[src/rtl/bypass_ctrl_if.sv]
// Decode-side fields in, X-stage operand selectors, stall and stage occupancy out.
interface bypass_ctrl_if #(
   parameter int unsigned REG_BITS = 3,
   parameter int unsigned CNT_BITS = 16
);
   logic                d_valid;
   logic [REG_BITS-1:0] d_rs;
   logic [REG_BITS-1:0] d_rt;
   logic                d_rs_re;
   logic                d_rt_re;
   logic [REG_BITS-1:0] d_rd;
   logic                d_we;
   logic                d_is_load;
   logic                flush;
   logic                stall;
   logic [1:0]          x_sel_rs;
   logic [1:0]          x_sel_rt;
   logic                x_valid;
   logic                m_valid;
   logic                w_valid;
   logic [CNT_BITS-1:0] stall_cnt;

   modport master (
      output d_valid, d_rs, d_rt, d_rs_re, d_rt_re, d_rd, d_we, d_is_load, flush,
      input  stall, x_sel_rs, x_sel_rt, x_valid, m_valid, w_valid, stall_cnt
   );

   modport slave (
      input  d_valid, d_rs, d_rt, d_rs_re, d_rt_re, d_rd, d_we, d_is_load, flush,
      output stall, x_sel_rs, x_sel_rt, x_valid, m_valid, w_valid, stall_cnt
   );
endinterface

[src/rtl/bypass_ctrl.sv]
// Forwarding selector and load-use interlock for the five-stage pipeline.
// Tracks destination records in X, M and W; selectors are registered into X.
module bypass_ctrl #(
   parameter int unsigned REG_BITS = 3,
   parameter int unsigned CNT_BITS = 16
) (
   input logic          clk,
   input logic          rst_n,
   bypass_ctrl_if.slave bus
);
   localparam int unsigned SEL_BITS = 2;

   typedef logic [SEL_BITS-1:0] sel_t;
   localparam sel_t SEL_RF = 2'b00;
   localparam sel_t SEL_M  = 2'b01;
   localparam sel_t SEL_W  = 2'b10;

   typedef struct packed {
      logic                valid;
      logic [REG_BITS-1:0] rd;
      logic                we;
      logic                is_load;
   } x_rec_t;

   // M only needs what a hit check reads; W only needs occupancy
   typedef struct packed {
      logic                valid;
      logic [REG_BITS-1:0] rd;
      logic                we;
   } m_rec_t;

   x_rec_t              x_q, x_d;
   m_rec_t              m_q;
   logic                w_valid_q;
   sel_t                sel_rs_q, sel_rs_d;
   sel_t                sel_rt_q, sel_rt_d;
   logic [CNT_BITS-1:0] cnt_q, cnt_d;

   logic hit_x_rs, hit_x_rt, hit_m_rs, hit_m_rt;
   logic stall_c;

   function automatic logic hit(input logic                valid,
                                input logic                we,
                                input logic [REG_BITS-1:0] rd,
                                input logic [REG_BITS-1:0] src,
                                input logic                re);
      return valid & we & (rd == src) & re;
   endfunction

   always_comb begin
      hit_x_rs = hit(x_q.valid, x_q.we, x_q.rd, bus.d_rs, bus.d_rs_re);
      hit_x_rt = hit(x_q.valid, x_q.we, x_q.rd, bus.d_rt, bus.d_rt_re);
      hit_m_rs = hit(m_q.valid, m_q.we, m_q.rd, bus.d_rs, bus.d_rs_re);
      hit_m_rt = hit(m_q.valid, m_q.we, m_q.rd, bus.d_rt, bus.d_rt_re);
      stall_c  = bus.d_valid & x_q.is_load & (hit_x_rs | hit_x_rt) & ~bus.flush;
   end

   // Flush beats stall beats normal advance; bubbles always carry 00 selectors
   always_comb begin
      x_d      = '0;
      sel_rs_d = SEL_RF;
      sel_rt_d = SEL_RF;
      cnt_d    = cnt_q;
      if (bus.flush) begin
         x_d = '0;
      end else if (stall_c) begin
         if (cnt_q != '1) begin
            cnt_d = cnt_q + CNT_BITS'(1);
         end
      end else if (bus.d_valid) begin
         x_d.valid   = 1'b1;
         x_d.rd      = bus.d_rd;
         x_d.we      = bus.d_we;
         x_d.is_load = bus.d_is_load;
         sel_rs_d    = hit_x_rs ? SEL_M : (hit_m_rs ? SEL_W : SEL_RF);
         sel_rt_d    = hit_x_rt ? SEL_M : (hit_m_rt ? SEL_W : SEL_RF);
      end
   end

   always_ff @(posedge clk or negedge rst_n) begin
      if (!rst_n) begin
         x_q       <= '0;
         m_q       <= '0;
         w_valid_q <= 1'b0;
         sel_rs_q  <= SEL_RF;
         sel_rt_q  <= SEL_RF;
         cnt_q     <= '0;
      end else begin
         w_valid_q <= m_q.valid;
         m_q.valid <= x_q.valid;
         m_q.rd    <= x_q.rd;
         m_q.we    <= x_q.we;
         x_q       <= x_d;
         sel_rs_q  <= sel_rs_d;
         sel_rt_q  <= sel_rt_d;
         cnt_q     <= cnt_d;
      end
   end

   assign bus.stall     = stall_c;
   assign bus.x_sel_rs  = sel_rs_q;
   assign bus.x_sel_rt  = sel_rt_q;
   assign bus.x_valid   = x_q.valid;
   assign bus.m_valid   = m_q.valid;
   assign bus.w_valid   = w_valid_q;
   assign bus.stall_cnt = cnt_q;
endmodule

[src/flat_wrapper.sv]
// flat-port wrapper written by rule: the top's interface ports become plain ports
module bypass_ctrl_flat 
#(
   parameter int unsigned REG_BITS = 3,
   parameter int unsigned CNT_BITS = 16
)
  (clk, rst_n, bus_d_valid, bus_d_rs, bus_d_rt, bus_d_rs_re, bus_d_rt_re, bus_d_rd, bus_d_we, bus_d_is_load, bus_flush, bus_stall, bus_x_sel_rs, bus_x_sel_rt, bus_x_valid, bus_m_valid, bus_w_valid, bus_stall_cnt);
  bypass_ctrl_if #(.REG_BITS(REG_BITS), .CNT_BITS(CNT_BITS)) bus_i ();
  input logic clk;
  input logic rst_n;
  input wire logic [$bits(bus_i.d_valid)-1:0] bus_d_valid;
  input wire logic [$bits(bus_i.d_rs)-1:0] bus_d_rs;
  input wire logic [$bits(bus_i.d_rt)-1:0] bus_d_rt;
  input wire logic [$bits(bus_i.d_rs_re)-1:0] bus_d_rs_re;
  input wire logic [$bits(bus_i.d_rt_re)-1:0] bus_d_rt_re;
  input wire logic [$bits(bus_i.d_rd)-1:0] bus_d_rd;
  input wire logic [$bits(bus_i.d_we)-1:0] bus_d_we;
  input wire logic [$bits(bus_i.d_is_load)-1:0] bus_d_is_load;
  input wire logic [$bits(bus_i.flush)-1:0] bus_flush;
  output wire logic [$bits(bus_i.stall)-1:0] bus_stall;
  output wire logic [$bits(bus_i.x_sel_rs)-1:0] bus_x_sel_rs;
  output wire logic [$bits(bus_i.x_sel_rt)-1:0] bus_x_sel_rt;
  output wire logic [$bits(bus_i.x_valid)-1:0] bus_x_valid;
  output wire logic [$bits(bus_i.m_valid)-1:0] bus_m_valid;
  output wire logic [$bits(bus_i.w_valid)-1:0] bus_w_valid;
  output wire logic [$bits(bus_i.stall_cnt)-1:0] bus_stall_cnt;
  assign bus_i.d_valid = bus_d_valid;
  assign bus_i.d_rs = bus_d_rs;
  assign bus_i.d_rt = bus_d_rt;
  assign bus_i.d_rs_re = bus_d_rs_re;
  assign bus_i.d_rt_re = bus_d_rt_re;
  assign bus_i.d_rd = bus_d_rd;
  assign bus_i.d_we = bus_d_we;
  assign bus_i.d_is_load = bus_d_is_load;
  assign bus_i.flush = bus_flush;
  assign bus_stall = bus_i.stall;
  assign bus_x_sel_rs = bus_i.x_sel_rs;
  assign bus_x_sel_rt = bus_i.x_sel_rt;
  assign bus_x_valid = bus_i.x_valid;
  assign bus_m_valid = bus_i.m_valid;
  assign bus_w_valid = bus_i.w_valid;
  assign bus_stall_cnt = bus_i.stall_cnt;
  bypass_ctrl #(.REG_BITS(REG_BITS), .CNT_BITS(CNT_BITS)) u_core (.clk(clk), .rst_n(rst_n), .bus(bus_i));
endmodule
[config.mk]
export PLATFORM = sky130hd
export DESIGN_NAME = bypass_ctrl_flat
export DESIGN_NICKNAME = d
export VERILOG_FILES = /design/src/rtl/bypass_ctrl_if.sv /design/src/rtl/bypass_ctrl.sv /design/src/flat_wrapper.sv
export SDC_FILE = /design/constraint.sdc
export NUM_CORES = 1
export LEC_CHECK = 0
export CELL_PAD_IN_SITES_DETAIL_PLACEMENT = 1
export CELL_PAD_IN_SITES_GLOBAL_PLACEMENT = 1
export CORE_MARGIN = 4
export CORE_UTILIZATION = 39
export DETAILED_ROUTE_END_ITERATION = 7
export PLACE_DENSITY_LB_ADDON = 0.08
export SETUP_SLACK_MARGIN = 0.02
export SYNTH_ARGS = -nofsm -noshare
export SYNTH_HDL_FRONTEND = slang
export SYNTH_SLANG_ARGS = --single-unit
[constraint.sdc]
create_clock -name clk -period 6.5 [get_ports clk]
set_clock_uncertainty 0.15 [all_clocks]
set_input_delay 1.3 -clock clk [delete_from_list [all_inputs] [get_ports clk]]
set_output_delay 1.3 -clock clk [all_outputs]
set_load 0.01 [all_outputs]
==> summary by stage <==
Timing
The portion of the clock cycle consumed by the worst path in the final layout is 0.772. Setup repair after global routing left no endpoint under its margin. Counting I/O delays and the setup requirement, the final critical path takes 5.02 ns. Final hold analysis gives a worst-case slack of 0.276 ns. The final max-slew violation count is 0. The worst path meets setup with 1.48 ns of slack. Setup violations remaining at the end of the flow were counted as 0. At the pin with the least slew margin, the transition time is 0.907 ns.

The count of endpoints failing hold in the final timing report is 0. The final-layout setup total negative slack is 0 ns. The max-slew headroom at the worst pin is 0.396. The top achievable clock speed is 199 MHz.

Worst setup path
The signal on the critical path passes through clkdlybuf4s50_1 -> xor2_1 -> or4_4 -> a21oi_1 -> and2_1 -> clkdlybuf4s50_1. The top fanout value on the critical path is 5. The register-to-register setup slack is 3.74 ns. STA classifies the critical path startpoint as a primary input. STA puts the critical path data required time at 5.05 ns.

In this run the critical register-to-register path is launched from u_core.x_q[4]$_DFF_PN0_. In this design, the stage delay of the slowest critical-path cell is 0.58 ns. By startpoint and endpoint, the worst setup path is classified as in -> out.

Measured in cells, the most critical reg-to-reg path has a length of 5. The worst-path cell with the longest stage delay is or4_4. The worst setup path is captured at an output port. At the worst endpoint, the arrival time is 3.57 ns.

Following the worst setup path forward leads to its endpoint at bus_stall. The cell that appears most often on the critical path is clkdlybuf4s50_1. The worst register-to-register path ends at u_core.bus.stall_cnt[15]$_DFFE_PN0P_. The origin of the worst setup path is bus_d_rs[2].

Logic synthesis
The number of distinct standard cells referenced by the synthesized netlist is 24. For this run, the register share of the synthesized area comes to 0.565. The post-synthesis net count is 137. The post-synthesis sequential element count is 32.

Dividing the synthesized area by the synthesized cell count gives 11.9 um2. The post-synthesis cell area is 1420 um2. After technology mapping, the gate count stands at 119. The Yosys step of the flow raised 0 warnings.

Global route
The global router's overall resource usage is 0.164. The number of antenna violations at the first check in global routing is 0. The pin count of the biggest net entering global routing is 33. The first global-routing pass estimated 5480 um of wire.

The remaining global-route overflow is 0. The via count of the first global-routing pass is 1097.

Place
The area after detailed placement is 1870 um2. The total of buffers placed on input and output ports is 40. Detailed placement ended at an HPWL of 2620 um.

The worst slack at placement is 1.48 ns. The final RePlAce weighted congestion is 0.877.

Finish
The area overhead of the layout relative to synthesis is 36.2%. The area used by sequential logic in the layout is 801 um2. The commonest non-fill, non-tap cell in the layout is clkdlybuf4s50_1. The number of fill cells is 377. The multi-input combinational cell area is 594 um2.

For this run, the post-layout net count is 183. The total non-filler cell area in the finished layout is 1930 um2. The top cell types in the final layout, fill and taps aside, are 40 x clkdlybuf4s50_1, 32 x dfrtp_1, 16 x xnor2_1. The count of inserted antenna diode cells is 0. The fraction of layout cells with a size suffix above 1 is 0.0904.

Clock tree
CTS placed an instance of clkbuf_4 at the clock tree root. The latest clock arrival within the worst-skew pair is 0.33 ns. The post-cts repair resize count is 0. Buffers inserted to repair hold after CTS numbered 0.

Clock-pin slew was measured on the worst setup and hold paths at 0.09 ns. The longest clock path from root to sink contains 2 buffers. The post-CTS setup repair buffer count is 0. The H-tree was split into 2 levels. The CTS tree is done. Clock tree synthesis inserted a total of 5 buffers. The clock net sink count is 32.

Die
The initial utilization of the core area, before any placement, comes to 0.415. The area of the die is 4660 um2. The floorplan step defined a core boundary enclosing 3420 um2.

The overall die height is 68.3 um. The horizontal extent of the die is 68.3 um. For this design the top-level I/O count stands at 41. The count of standard-cell rows is 21.

Detailed routing
For this run, design rule violations remaining after detail routing come to 0. The via-per-instance ratio is 5.00. The initial DRC count is 56. Summing over every cut layer, the via total after detailed routing is 1061. The final antenna-violating net count is 0. After detailed routing, the average wire length per cell comes to 15.9 um. The total wirelength of the detailed-routed design is 3370 um. The first detailed-routing pass took 4 iterations.

Pwr
The highest ir drop seen on vdd is 0.000122 V. The design draws 354 uW. Power spread over the standard cell area amounts to 183 nW/um2.

The leakage power is 0.812 nW.

Outcome
The flow ran to the end, and the final reports show no timing, DRC or antenna violations.

Min path
The path category of the worst min-delay check is reg -> reg.

Flow run
The number of violations of the max-capacitance limit is 0.
stage by stage:
stage | cells | utilization
after global routing | 212 | 0.565
after floorplan | 119 | -
after CTS | 212 | 0.565
after global placement | 204 | 0.547
after detailed placement | 204 | 0.547
final | 212 | 0.565
sequential cells by signal, summed over array words and instances (netlist names):
register	flops
u_core.bus.x_sel_rs	2
u_core.bus.m_valid	1
u_core.bus.x_sel_rt	2
u_core.m_q	4
u_core.bus.x_valid	1
u_core.x_q	5
u_core.bus.stall_cnt	16
u_core.bus.w_valid	1
worst min-delay path by stage:
stage	depth (start not counted)	startpoint	slack, ns	endpoint
6_report	0	u_core.bus.m_valid$_DFF_PN0_	0.28	u_core.bus.w_valid$_DFF_PN0_
5_1_grt	0	u_core.bus.m_valid$_DFF_PN0_	0.30	u_core.bus.w_valid$_DFF_PN0_
4_1_cts	0	u_core.bus.m_valid$_DFF_PN0_	0.28	u_core.bus.w_valid$_DFF_PN0_
3_5_place_dp	0	u_core.bus.m_valid$_DFF_PN0_	0.26	u_core.bus.w_valid$_DFF_PN0_
3_3_place_gp	0	u_core.x_q[1]$_DFF_PN0_	0.25	u_core.m_q[0]$_DFF_PN0_
2_1_floorplan	0	u_core.x_q[1]$_DFF_PN0_	0.22	u_core.m_q[0]$_DFF_PN0_
metal layers:
layer | global-route usage | vias up | share of wire
li1 | - | 506 | -
met1 | 0.202 | 517 | 0.43
met2 | 0.267 | 33 | 0.49
met3 | 0.0608 | 5 | 0.064
met4 | 0.0521 | 0 | 0.013
met5 | 0 | - | 0
power by group:
part,internal (mW),total [mW],switching (mW)
Combinational,0.0150,0.0270,0.0120
Sequential,0.202,0.205,0.00289
Clock,0.0529,0.122,0.0692
Total,0.270,0.354,0.0841
cell families (layout without fill, tap and decap cells):
group	Yosys count	count (layout)	share of synthesized area
and+or+nand+nor	52	52	0.213
xor gates and xnor gates	27	27	0.167
adders and majority gates	1	1	0.00882
muxes	1	1	0.00794
AOI/OAI and AO/OA	2	2	0.0229
buffers and inverters	4	51	0.0159
DFF	32	32	0.565
layout make-up:
cell class,count,area share
Clock buffer,7,0.0285
Clock inverter,1,0.00389
Inverter,2,0.00389
Multi-Input combinational cell,83,0.308
Sequential cell,32,0.415
Tap cell,46,0.0298
Timing Repair Buffer,41,0.211
worst max-delay path, delay by kind of cell:
kind	cells	cell delay, ns
compound gates	1	0.34
xor+xnor	1	0.17
buf+inv	2	1.00
simple gates	2	0.76
Yosys cell counts, drive strengths merged:
master,instances,area (um2)
and3,3,20.0
ha,1,12.5
nand2,5,18.8
a2111oi,1,27.5
nor2b,1,6.26
buf,1,11.3
and2,8,51.3
nand3,8,40.0
clkbuf,1,3.75
nor2,5,18.8
nand4,13,81.3
mux2,1,11.3
xor2,11,96.3
a21oi,1,5.00
or4,2,22.5
inv,2,7.51
or2b,1,8.76
dfrtp,32,801
nor4,3,18.8
nor3,3,15.0
xnor2,16,140
(Power assumes the default switching activity.)
==> patch (same flow settings) <==
`REG_BITS` is set to 3 in 3 places; all go to 5.
--- a/src/rtl/bypass_ctrl_if.sv
+++ b/src/rtl/bypass_ctrl_if.sv
@@ -1,5 +1,5 @@
 // Decode-side fields in, X-stage operand selectors, stall and stage occupancy out.
 interface bypass_ctrl_if #(
-   parameter int unsigned REG_BITS = 3,
+   parameter int unsigned REG_BITS = 5,
    parameter int unsigned CNT_BITS = 16
 );
--- a/src/rtl/bypass_ctrl.sv
+++ b/src/rtl/bypass_ctrl.sv
@@ -2,5 +2,5 @@
 // Tracks destination records in X, M and W; selectors are registered into X.
 module bypass_ctrl #(
-   parameter int unsigned REG_BITS = 3,
+   parameter int unsigned REG_BITS = 5,
    parameter int unsigned CNT_BITS = 16
 ) (
--- a/src/flat_wrapper.sv
+++ b/src/flat_wrapper.sv
@@ -2,5 +2,5 @@
 module bypass_ctrl_flat 
 #(
-   parameter int unsigned REG_BITS = 3,
+   parameter int unsigned REG_BITS = 5,
    parameter int unsigned CNT_BITS = 16
 )
Interface: changed (resized bus_d_rd, bus_d_rs and bus_d_rt); port bits go from 41 to 47. The function was not compared with the original's and may differ.
==> patch against the unedited design <==
Clock power increased by 33%. Die area rose by 21%. Critical path type unchanged. Sequential power is 13% higher. Setup slack better by 440 ps. Wire length is 24% higher. Sequential cell count up 4. Area after synthesis grew 24%. Utilization shrank 2.3 points. Non-clock buffer count increased by 6. Power rose by 22%. Design area grew 22%. Critical path depth down 1. Combinational power increased by 43%.
==> patch: results (changes against the unedited design) <==
Synth Area in Compound Gates 0.0329 (+0.00991); dpl cell area 2270 µm² (+22%); all-layer global routing usage 0.165 (+0.000661); gpl congestion 0.755 (-14%); worst-path fanout max 4 (-1); largest net degree at the start of global routing 37 (+12%); critical path's largest stage delay 530 ps (-50 ps); Fillers 470 (+25%); Place WS 1900 ps (+425 ps); core area 4350 µm² (+27%); post-DP HPWL 3250 µm (+24%); DR vias 1335 (+26%); leading cell types by total area after synthesis dfrtp_1 (51%), xor2_1 (16%), nor3_2 (4.0%); xor and xnor fraction of the mapped netlist area 0.175 (+0.00819); status completed; Crit path arrival time 3130 ps (-440 ps); Leak 1.07 nW (+32%); sequential share of the synthesized area 0.514 (-0.0506); area of the multi-input gates 828 µm² (+39%); final net count 222 (+21%); WHS Endpoint u_core.m_q[0]; first-pass GRT wire length 6970 µm (+27%); share of cells above drive strength 1 0.111 (+0.0202); final hold slack 266 ps (-9.79 ps); Net Count, Synth 170 (+24%); Reg2Reg Setup Slack 4090 ps (+350 ps); PortBufs 46 (+15%); placed instance count 243 (+19%); commonest cells in the netlist dfrtp_1 (36), xor2_1 (32), and2_1 (10); Worst R2R End u_core.bus.stall_cnt[1]; Cells after Synth 146 (+23%); slew at the pin closest to its max-slew limit 1040 ps (+137 ps); Synth Area in Adders 0.00714 (-0.00168)
## patch: worst max-delay path by stage
stage / from / to / slack (ps) / cells past startpoint
after global placement: bus_d_rs[3] / bus_stall / 1960 / 5
after detailed placement: bus_d_rs[3] / bus_stall / 1900 / 5
after CTS: bus_d_rs[3] / bus_stall / 1900 / 5
after global routing: bus_d_rs[3] / bus_stall / 1810 / 5
after floorplan: bus_flush / bus_stall / 2950 / 3
final: bus_d_rs[3] / bus_stall / 1920 / 5
## patch: routing by layer
metal  wire (µm)  track usage  vias to the layer above  part of all wire
li1            -            -                      616                 -
met3         255       0.0441                        9             0.061
met1        1830        0.215                      666              0.44
met5           0            0                        -                 0
met4          89       0.0731                        0             0.021
met2        2000        0.257                       44              0.48
## patch: cell type report
type / count / area share
Sequential cell: 36 / 0.382
Multi-Input combinational cell: 106 / 0.351
Timing Repair Buffer: 47 / 0.198
Clock buffer: 8 / 0.0382
Tap cell: 52 / 0.0276
Inverter: 2 / 0.00318
